==> config.mk <==
export PLATFORM = sky130hd
export DESIGN_NAME = digit_decider
export DESIGN_NICKNAME = d
export VERILOG_FILES = /design/src/rtl/digit_decider_pkg.sv /design/src/rtl/digit_decider_snapshot.sv /design/src/rtl/digit_decider.sv
export SDC_FILE = /design/constraint.sdc
export NUM_CORES = 1
export LEC_CHECK = 0
export ABC_AREA = 1
export CAP_MARGIN = 0
export CORE_MARGIN = 5
export CORE_UTILIZATION = 45
export CTS_CLUSTER_SIZE = 14
export DETAILED_ROUTE_END_ITERATION = 10
export PLACE_DENSITY_LB_ADDON = 0.1
export SLEW_MARGIN = 25
export SYNTH_ARGS = -nofsm -noshare
export SYNTH_HDL_FRONTEND = slang
export SYNTH_SLANG_ARGS = --single-unit
==> constraint.sdc <==
create_clock -name clk -period 9.6 [get_ports clk]
set_clock_uncertainty 0.2 [all_clocks]
set_input_delay 1.92 -clock clk [delete_from_list [all_inputs] [get_ports clk]]
set_output_delay 1.92 -clock clk [all_outputs]
set_load 0.02 [all_outputs]
==> src/rtl/digit_decider_pkg.sv <==
// Shared constants and types for the digit decider and the sigmoid register file it reads.
package digit_decider_pkg;

  localparam int NUM_DIGITS = 10;
  localparam int WEIGHT_W   = 4;
  localparam int IDX_W      = 4;

  typedef logic [WEIGHT_W-1:0]          weight_t;
  typedef logic [IDX_W-1:0]             digit_idx_t;
  typedef weight_t [0:NUM_DIGITS-1]     weight_vec_t;

  typedef enum logic [1:0] {
    IDLE = 2'd0,
    SCAN = 2'd1,
    DONE = 2'd2
  } decider_state_t;

  // Ties keep the earlier digit, so only a strictly larger value takes the lead.
  function automatic logic takes_lead(input weight_t cand, input weight_t best, input logic first);
    return first || (cand > best);
  endfunction

endpackage

==> src/rtl/digit_decider_snapshot.sv <==
// Capture register for all digit weights, loaded once per decision and read one digit at a time.
module digit_decider_snapshot
  import digit_decider_pkg::*;
(
  input  logic        clk,
  input  logic        n_rst,
  input  logic        load_i,
  input  weight_vec_t data_i,
  input  digit_idx_t  rd_idx_i,
  output weight_t     rd_data_o
);

  weight_vec_t snap_q;

  always_ff @(posedge clk or negedge n_rst) begin
    if (!n_rst) begin
      snap_q <= '0;
    end else if (load_i) begin
      snap_q <= data_i;
    end
  end

  // Out-of-range indices read as zero rather than undefined.
  always_comb begin
    rd_data_o = '0;
    for (int i = 0; i < NUM_DIGITS; i++) begin
      if (rd_idx_i == IDX_W'(i)) rd_data_o = snap_q[i];
    end
  end

endmodule

==> src/rtl/digit_decider.sv <==
// Sequential argmax over the output-neuron values: one digit per clock, then a one-cycle result pulse.
//
// state | meaning
// IDLE  | waiting for start; snapshot and threshold captured on accept
// SCAN  | comparing snapshot[idx] against the running best, idx = 0..NUM_DIGITS-1
// DONE  | result registered, done pulse high for this cycle
module digit_decider
  import digit_decider_pkg::*;
(
  input  logic                                 clk,
  input  logic                                 n_rst,
  input  logic                                 start,
  input  logic [0:NUM_DIGITS-1][WEIGHT_W-1:0]  digit_weights,
  input  logic [WEIGHT_W-1:0]                  threshold,
  output logic                                 busy,
  output logic                                 done,
  output logic [IDX_W-1:0]                     digit,
  output logic [WEIGHT_W-1:0]                  confidence,
  output logic                                 valid
);

  localparam digit_idx_t LAST_IDX = IDX_W'(NUM_DIGITS - 1);

  decider_state_t state_q;
  digit_idx_t     idx_q;
  digit_idx_t     best_idx_q;
  weight_t        best_val_q;
  weight_t        thr_q;
  logic           busy_q;
  logic           done_q;
  digit_idx_t     digit_q;
  weight_t        conf_q;
  logic           valid_q;

  weight_t        snap_val;
  logic           snap_load;
  logic           take;
  weight_t        best_val_d;
  digit_idx_t     best_idx_d;

  assign snap_load = (state_q == IDLE) && start;

  digit_decider_snapshot u_snapshot (
    .clk       (clk),
    .n_rst     (n_rst),
    .load_i    (snap_load),
    .data_i    (digit_weights),
    .rd_idx_i  (idx_q),
    .rd_data_o (snap_val)
  );

  // The final digit's comparison is folded straight into the result registers.
  assign take       = takes_lead(snap_val, best_val_q, idx_q == '0);
  assign best_val_d = take ? snap_val : best_val_q;
  assign best_idx_d = take ? idx_q    : best_idx_q;

  always_ff @(posedge clk or negedge n_rst) begin
    if (!n_rst) begin
      state_q    <= IDLE;
      idx_q      <= '0;
      best_idx_q <= '0;
      best_val_q <= '0;
      thr_q      <= '0;
      busy_q     <= 1'b0;
      done_q     <= 1'b0;
      digit_q    <= '0;
      conf_q     <= '0;
      valid_q    <= 1'b0;
    end else begin
      case (state_q)
        IDLE: begin
          if (start) begin
            state_q    <= SCAN;
            thr_q      <= threshold;
            idx_q      <= '0;
            best_idx_q <= '0;
            best_val_q <= '0;
            busy_q     <= 1'b1;
          end
        end
        SCAN: begin
          best_val_q <= best_val_d;
          best_idx_q <= best_idx_d;
          if (idx_q == LAST_IDX) begin
            state_q <= DONE;
            digit_q <= best_idx_d;
            conf_q  <= best_val_d;
            valid_q <= (best_val_d >= thr_q);
            done_q  <= 1'b1;
          end else begin
            idx_q <= idx_q + IDX_W'(1);
          end
        end
        DONE: begin
          state_q <= IDLE;
          done_q  <= 1'b0;
          busy_q  <= 1'b0;
        end
        default: begin
          state_q <= IDLE;
          done_q  <= 1'b0;
          busy_q  <= 1'b0;
        end
      endcase
    end
  end

  assign busy       = busy_q;
  assign done       = done_q;
  assign digit      = digit_q;
  assign confidence = conf_q;
  assign valid      = valid_q;

endmodule

After elaboration in Yosys (flattened, before gate mapping)
Index checks and enable logic that the tools add are counted.
Word-level totals
  flip-flop bits (word level): 69
  output and inout bits: 11
Operators by class
  $add $sub $neg: 1
  order comparisons: 2
  eq/ne operators: 13
  muxes and demuxes: 24
  bitwise logic cells: 2
  reduce and logical (&&, ||, !) cells: 12
Operators by type and width (count)
  $mux W4: 14
  $pmux W4 S2: 3
  $eq A4 B3 Y1 const B: 4
  $reduce_and A2 Y1: 6
  $eq A4 B2 Y1 const B: 2
  $eq A4 B4 Y1 const B: 2
  $ne A2 B2 Y1 const B: 3
  $add A4 B1 Y4 const B: 1
  $eq A4 B1 Y1 const B: 1
  $ge A4 B4 Y1: 1
  $gt A4 B4 Y1: 1
  $logic_not A4 Y1: 1
  $mux W2: 2
  $pmux W1 S2: 2
  $pmux W2 S2: 1
  $reduce_and A3 Y1: 1
  $eq A2 B1 Y1 const B: 1
  $logic_not A2 Y1: 1
  $mux W1: 2
  $not A1 Y1: 2
  $reduce_bool A2 Y1: 1
  $logic_and A1 B1 Y1: 1
  $logic_or A1 B1 Y1: 1

Depth between registers and ports, before layout
  word-level depth: 15
  depth in mapped cells: 29

Cells and area by module
Synthesis repeated with hierarchy kept, for this count alone.
Second synthesis, totals
  cells, all modules: 364
  area, all modules: 3384.5 sq um
Modules (own cells, without submodules)
  digit_decider_snapshot: times used 1, cells each 178, area an instance 1843.0 sq um, seq. area each 1001.0 sq um
  digit_decider: times used 1, cells each 186, area an instance 1541.5 sq um, seq. area each 725.7 sq um

Least setup slack after synthesis
No wires, ideal clock.
  path type: reg-to-reg
  start point: reg idx_q[0]
  end point: reg valid_q (netlist: valid)
  setup time: 126 ps
  arrival: 3151 ps
  required time: 9274 ps
  path slack: 6123 ps
  stages on the path, launching flop included: 27
  buffers on the path: 0
  period minus slack after synthesis: 3477 ps
  path through: dfrtp_1 inv_1 ha_1 nand3_1 inv_1 nand2_1 nand2_1 nand3b_1 nand2_1 nand2_1 nand2_1 a21boi_0 ha_1 inv_1 nor2_1 o21bai_1 nand2_1 o21ai_0 nand2_1 or2_2 nand2_1 ha_1 inv_1 a21boi_0 o21a_1 o21ai_0 a21oi_1
On the way
  word-level cells in the longest chain between the ends: 15
  elaborated cells between the ends (all ways): 25
  classes of those cells: order compare: 2; eq/ne: 9; mux: 11; reduce/logical: 3
RTL lines
  start: declaration: RTL line digit_decider.sv:25  | digit_idx_t idx_q;
  start signal: assignment: RTL line digit_decider.sv:91  | idx_q <= idx_q + IDX_W'(1);
  $logic_not A4 Y1: RTL line digit_decider_snapshot.sv:27, digit_decider.sv:53
  $mux W4 (10 in series): RTL line digit_decider_snapshot.sv:27  | if (rd_idx_i == IDX_W'(i)) rd_data_o = snap_q[i];
  $gt A4 B4 Y1: RTL line digit_decider_pkg.sv:20  | return first || (cand > best);
  $logic_or A1 B1 Y1: RTL line digit_decider_pkg.sv:20
  $mux W4: RTL line digit_decider.sv:54  | assign best_val_d = take ? snap_val : best_val_q;
  $ge A4 B4 Y1: RTL line digit_decider.sv:88  | valid_q <= (best_val_d >= thr_q);
  end signal: assignment: RTL line digit_decider.sv:88
  end: declaration: RTL line digit_decider.sv:33  | logic valid_q;
Parallel ways exist; a longest one is shown, timed or not.
A chain may end at the register's enable or synchronous reset.

Worst setup path in the final report
  start point: reg idx_q[1]
  end point: reg valid_q (netlist: valid)
The elaborated chain is that of the path after synthesis.

==> impl_metrics.json <==
{
  "rrSetupSlack_ns": 5.43,
  "yosysUniqueCellTypes": 29,
  "critPathRequiredTime_ns": 9.63,
  "drive_above_1_share_pct": 7.88,
  "reg2reg_from": "idx_q[1]",
  "finalWorstSetupSlack_ns": 5.43,
  "gp_congestion": 0.877,
  "start_util_pct": 45.8,
  "whs_ns": 0.279,
  "rsz0062_at_grt": "no",
  "via_per_inst": 4.77,
  "cts.clk_slew.worst_paths_ns": 0.07,
  "num_antenna_cells": 0,
  "postSynthAreaPerCell_um2": 7.66,
  "ir_worst_vdd_mv": 0.156,
  "cts-root-buf": "clkbuf_8",
  "fill_cells": 744,
  "synth_flop_cell": "dfrtp_1",
  "p_per_area_nw_per_um2": 380,
  "yosysSeqAreaShare_pct": 49.3,
  "die_h_um": 98.2,
  "switching_share_pct": 45.5,
  "drt_iter0_markers": 118,
  "p_leak_nw": 2.24,
  "setup_viol": 0,
  "cts_resized": 0,
  "critPathArrivalTime_ns": 4.20,
  "p_comb_share_pct": 54.2,
  "dp.cells": 606,
  "firstDrtPassIters": 4,
  "fin_tns_setup_ns": 0,
  "grt_max_degree": 70,
  "post-cts-setup-buffer-count": 0,
  "hold_class": "reg2reg",
  "cp_max_fo": 14,
  "die_w_um": 98.2,
  "synth_edf_count": 0,
  "ctsHoldBuffers": 0,
  "start_kind": "flop",
  "clkLatencyLatePin_ns": 0.34,
  "async_flop_share_pct": 100,
  "die-area_um2": 9650,
  "period_share_pct": 43.4,
  "hold_viol": 0,
  "relSlewSlack_pct": 42.2,
  "num_io_pins": 58,
  "drcViolationCount": 0,
  "crit_path_end_kind": "flop",
  "globalRouteOverflowTotal": 0,
  "intPower_mw": 0.899,
  "period_needed_ns": 4.17,
  "stdcell_count": 622,
  "maxCapViolCount": 0,
  "ys.warnings.count": 0,
  "num-nets-final": 574,
  "yosys_register_bits": 69,
  "yosysMostFrequentCell": "nand2_1",
  "yosys-top-cells-area": "dfrtp_1 (49%), nand2_1 (22%), ha_1 (4.3%), inv_1 (4.0%), o21ai_0 (3.7%)",
  "switchingPower_mw": 0.752,
  "synth_commonest_cells": "nand2_1 (206), dfrtp_1 (69), inv_1 (37), o21ai_0 (26), nand3_1 (23)",
  "grt_usage_pct": 17.2,
  "htree_num_levels": 3,
  "hpwl_mm": 5.52,
  "syn-num-nets": 516,
  "antenna_found_initial": 0,
  "grt_pass1_wl_mm": 13.5,
  "clock_path_buffers": 2,
  "crit_path_start": "idx_q[1]",
  "hold_start": "u_snapshot.snap_q[27]",
  "core_um2": 7650,
  "clockPowerShare_pct": 14.3,
  "crit_type": "reg2reg",
  "numClockSinks": 69,
  "tritoncts": "yes",
  "ant_nets": 0,
  "synth.top_cell.area_share_pct": 49.3,
  "routed_wl_mm": 7.72,
  "drv_slew": 0,
  "p_seq_share_pct": 31.5,
  "port-buffer-count": 57,
  "clock.fmax_mhz": 240,
  "netlist_area_um2": 3500,
  "numCtsBuffers": 9,
  "place_ws_ns": 5.46,
  "synth_cells": 457,
  "grt_pass1_vias": 2880,
  "status": "finished, final reports clean",
  "drt-wirelength-per-cell_um": 12.4,
  "worst_pin_slew_ns": 0.867,
  "placementRows": 32,
  "vias": 2965,
  "area_growth_pct": 24.0,
  "yosysTopAreaCell": "dfrtp_1"
}
## routing by layer
metal | up-vias | routed length [um] | global-route usage (%)
met5 | - | 0 | 0
met4 | 0 | 63 | 4.73
met3 | 6 | 360 | 4.79
met2 | 64 | 3590 | 26.9
met1 | 1358 | 3700 | 23.6
li1 | 1537 | - | -
## cell usage in the layout, fill, tap and decap left out, types with 3 or more instances in the layout
cell             Yosys  layout
a21boi_0             4       4
buf_4                0       3
clkbuf_8             0      10
clkdlybuf4s50_1      0      56
dfrtp_1             69      69
ha_1                12      12
inv_1               37      37
inv_2               10      10
nand2_1            206     206
nand2_2              5       5
nand3_1             23      23
nand4_1              3       3
nor2_1              16      16
o21ai_0             26      26
o21ai_1              9       9
or2_0                4       4
or2_1                3       3
## cell type report
cell class	instances	area [um2]	share of cell area (%)
inverter	47	176	4.06
tap	102	128	2.94
clock buffer	12	145	3.34
timing repair buffer	60	588	13.5
clock inverter	4	47.5	1.09
sequential	69	1730	39.8
multi-input combinational	328	1530	35.3
## power groups by stage
| stage | clock network [mW] | registers (mW) | logic (mW) |
|---|---|---|---|
| 4_1_cts | 0.243 | 0.519 | 0.908 |
| 2_1_floorplan | 0 | 0.521 | 0.669 |
| 3_5_place_dp | 0 | 0.522 | 0.906 |
| 3_3_place_gp | 0 | 0.522 | 0.883 |
| 5_1_grt | 0.257 | 0.537 | 1.06 |
| 6_report | 0.236 | 0.519 | 0.896 |
## final timing paths
| kind | to | cells past startpoint |
|---|---|---|
| setup reg to reg | valid | 24 |
| hold / removal | u_snapshot.snap_q[27] | 2 |
| hold reg to reg | u_snapshot.snap_q[27] | 2 |
| setup / recovery | valid | 24 |
| max in group asynchronous | thr_q[0] | 2 |
| min in group asynchronous | done | 2 |
## cell families (layout without fill, tap and decap cells)
| logic type | Yosys count | after routing | share of synthesized area (%) |
|---|---|---|---|
| AO/OA/AOI/OAI | 44 | 44 | 6.79 |
| AND/OR/NAND/NOR | 272 | 272 | 32.7 |
| buffers and inverters | 60 | 123 | 6.97 |
| flip-flops | 69 | 69 | 49.3 |
| adder cells (fa/ha/maj) | 12 | 12 | 4.29 |
## state kept, by name, indices dropped and copies added (netlist names), 2 cells and up
register / flops
best_idx_q: 4
best_val_q: 4
confidence: 4
digit: 4
idx_q: 4
state_q: 2
thr_q: 4
u_snapshot.snap_q: 40
## stage by stage
| step | area, um2 | total power [mW] | util [%] |
|---|---|---|---|
| finish | 4340 | 1.65 | 56.8 |
| global route | 4340 | 1.85 | 56.8 |
| CTS | 4340 | 1.67 | 56.8 |
| detailed placement | 4150 | 1.43 | 54.3 |
| global placement | 4150 | 1.40 | 54.3 |
| floorplan | 3500 | 1.19 | - |
## critical path, stage by stage, from the launching register on
cell and delay [ns]:
dfrtp_1 0.42, inv_1 0.13, ha_1 0.31, nand3_1 0.28
o21a_1 0.19, nand2_1 0.08, nand2_1 0.06, nand3_1 0.07
nand3_1 0.10, nand2_1 0.08, inv_1 0.04, ha_1 0.28
nand2_1 0.08, o21bai_1 0.10, nand2_1 0.05, o21ai_0 0.07
nand2_1 0.30, or2_2 0.41, nand2_1 0.08, ha_1 0.22
inv_1 0.05, a21boi_0 0.07, o21a_1 0.17, o21ai_0 0.13
a21oi_1 0.08
(Power assumes the default switching activity.)
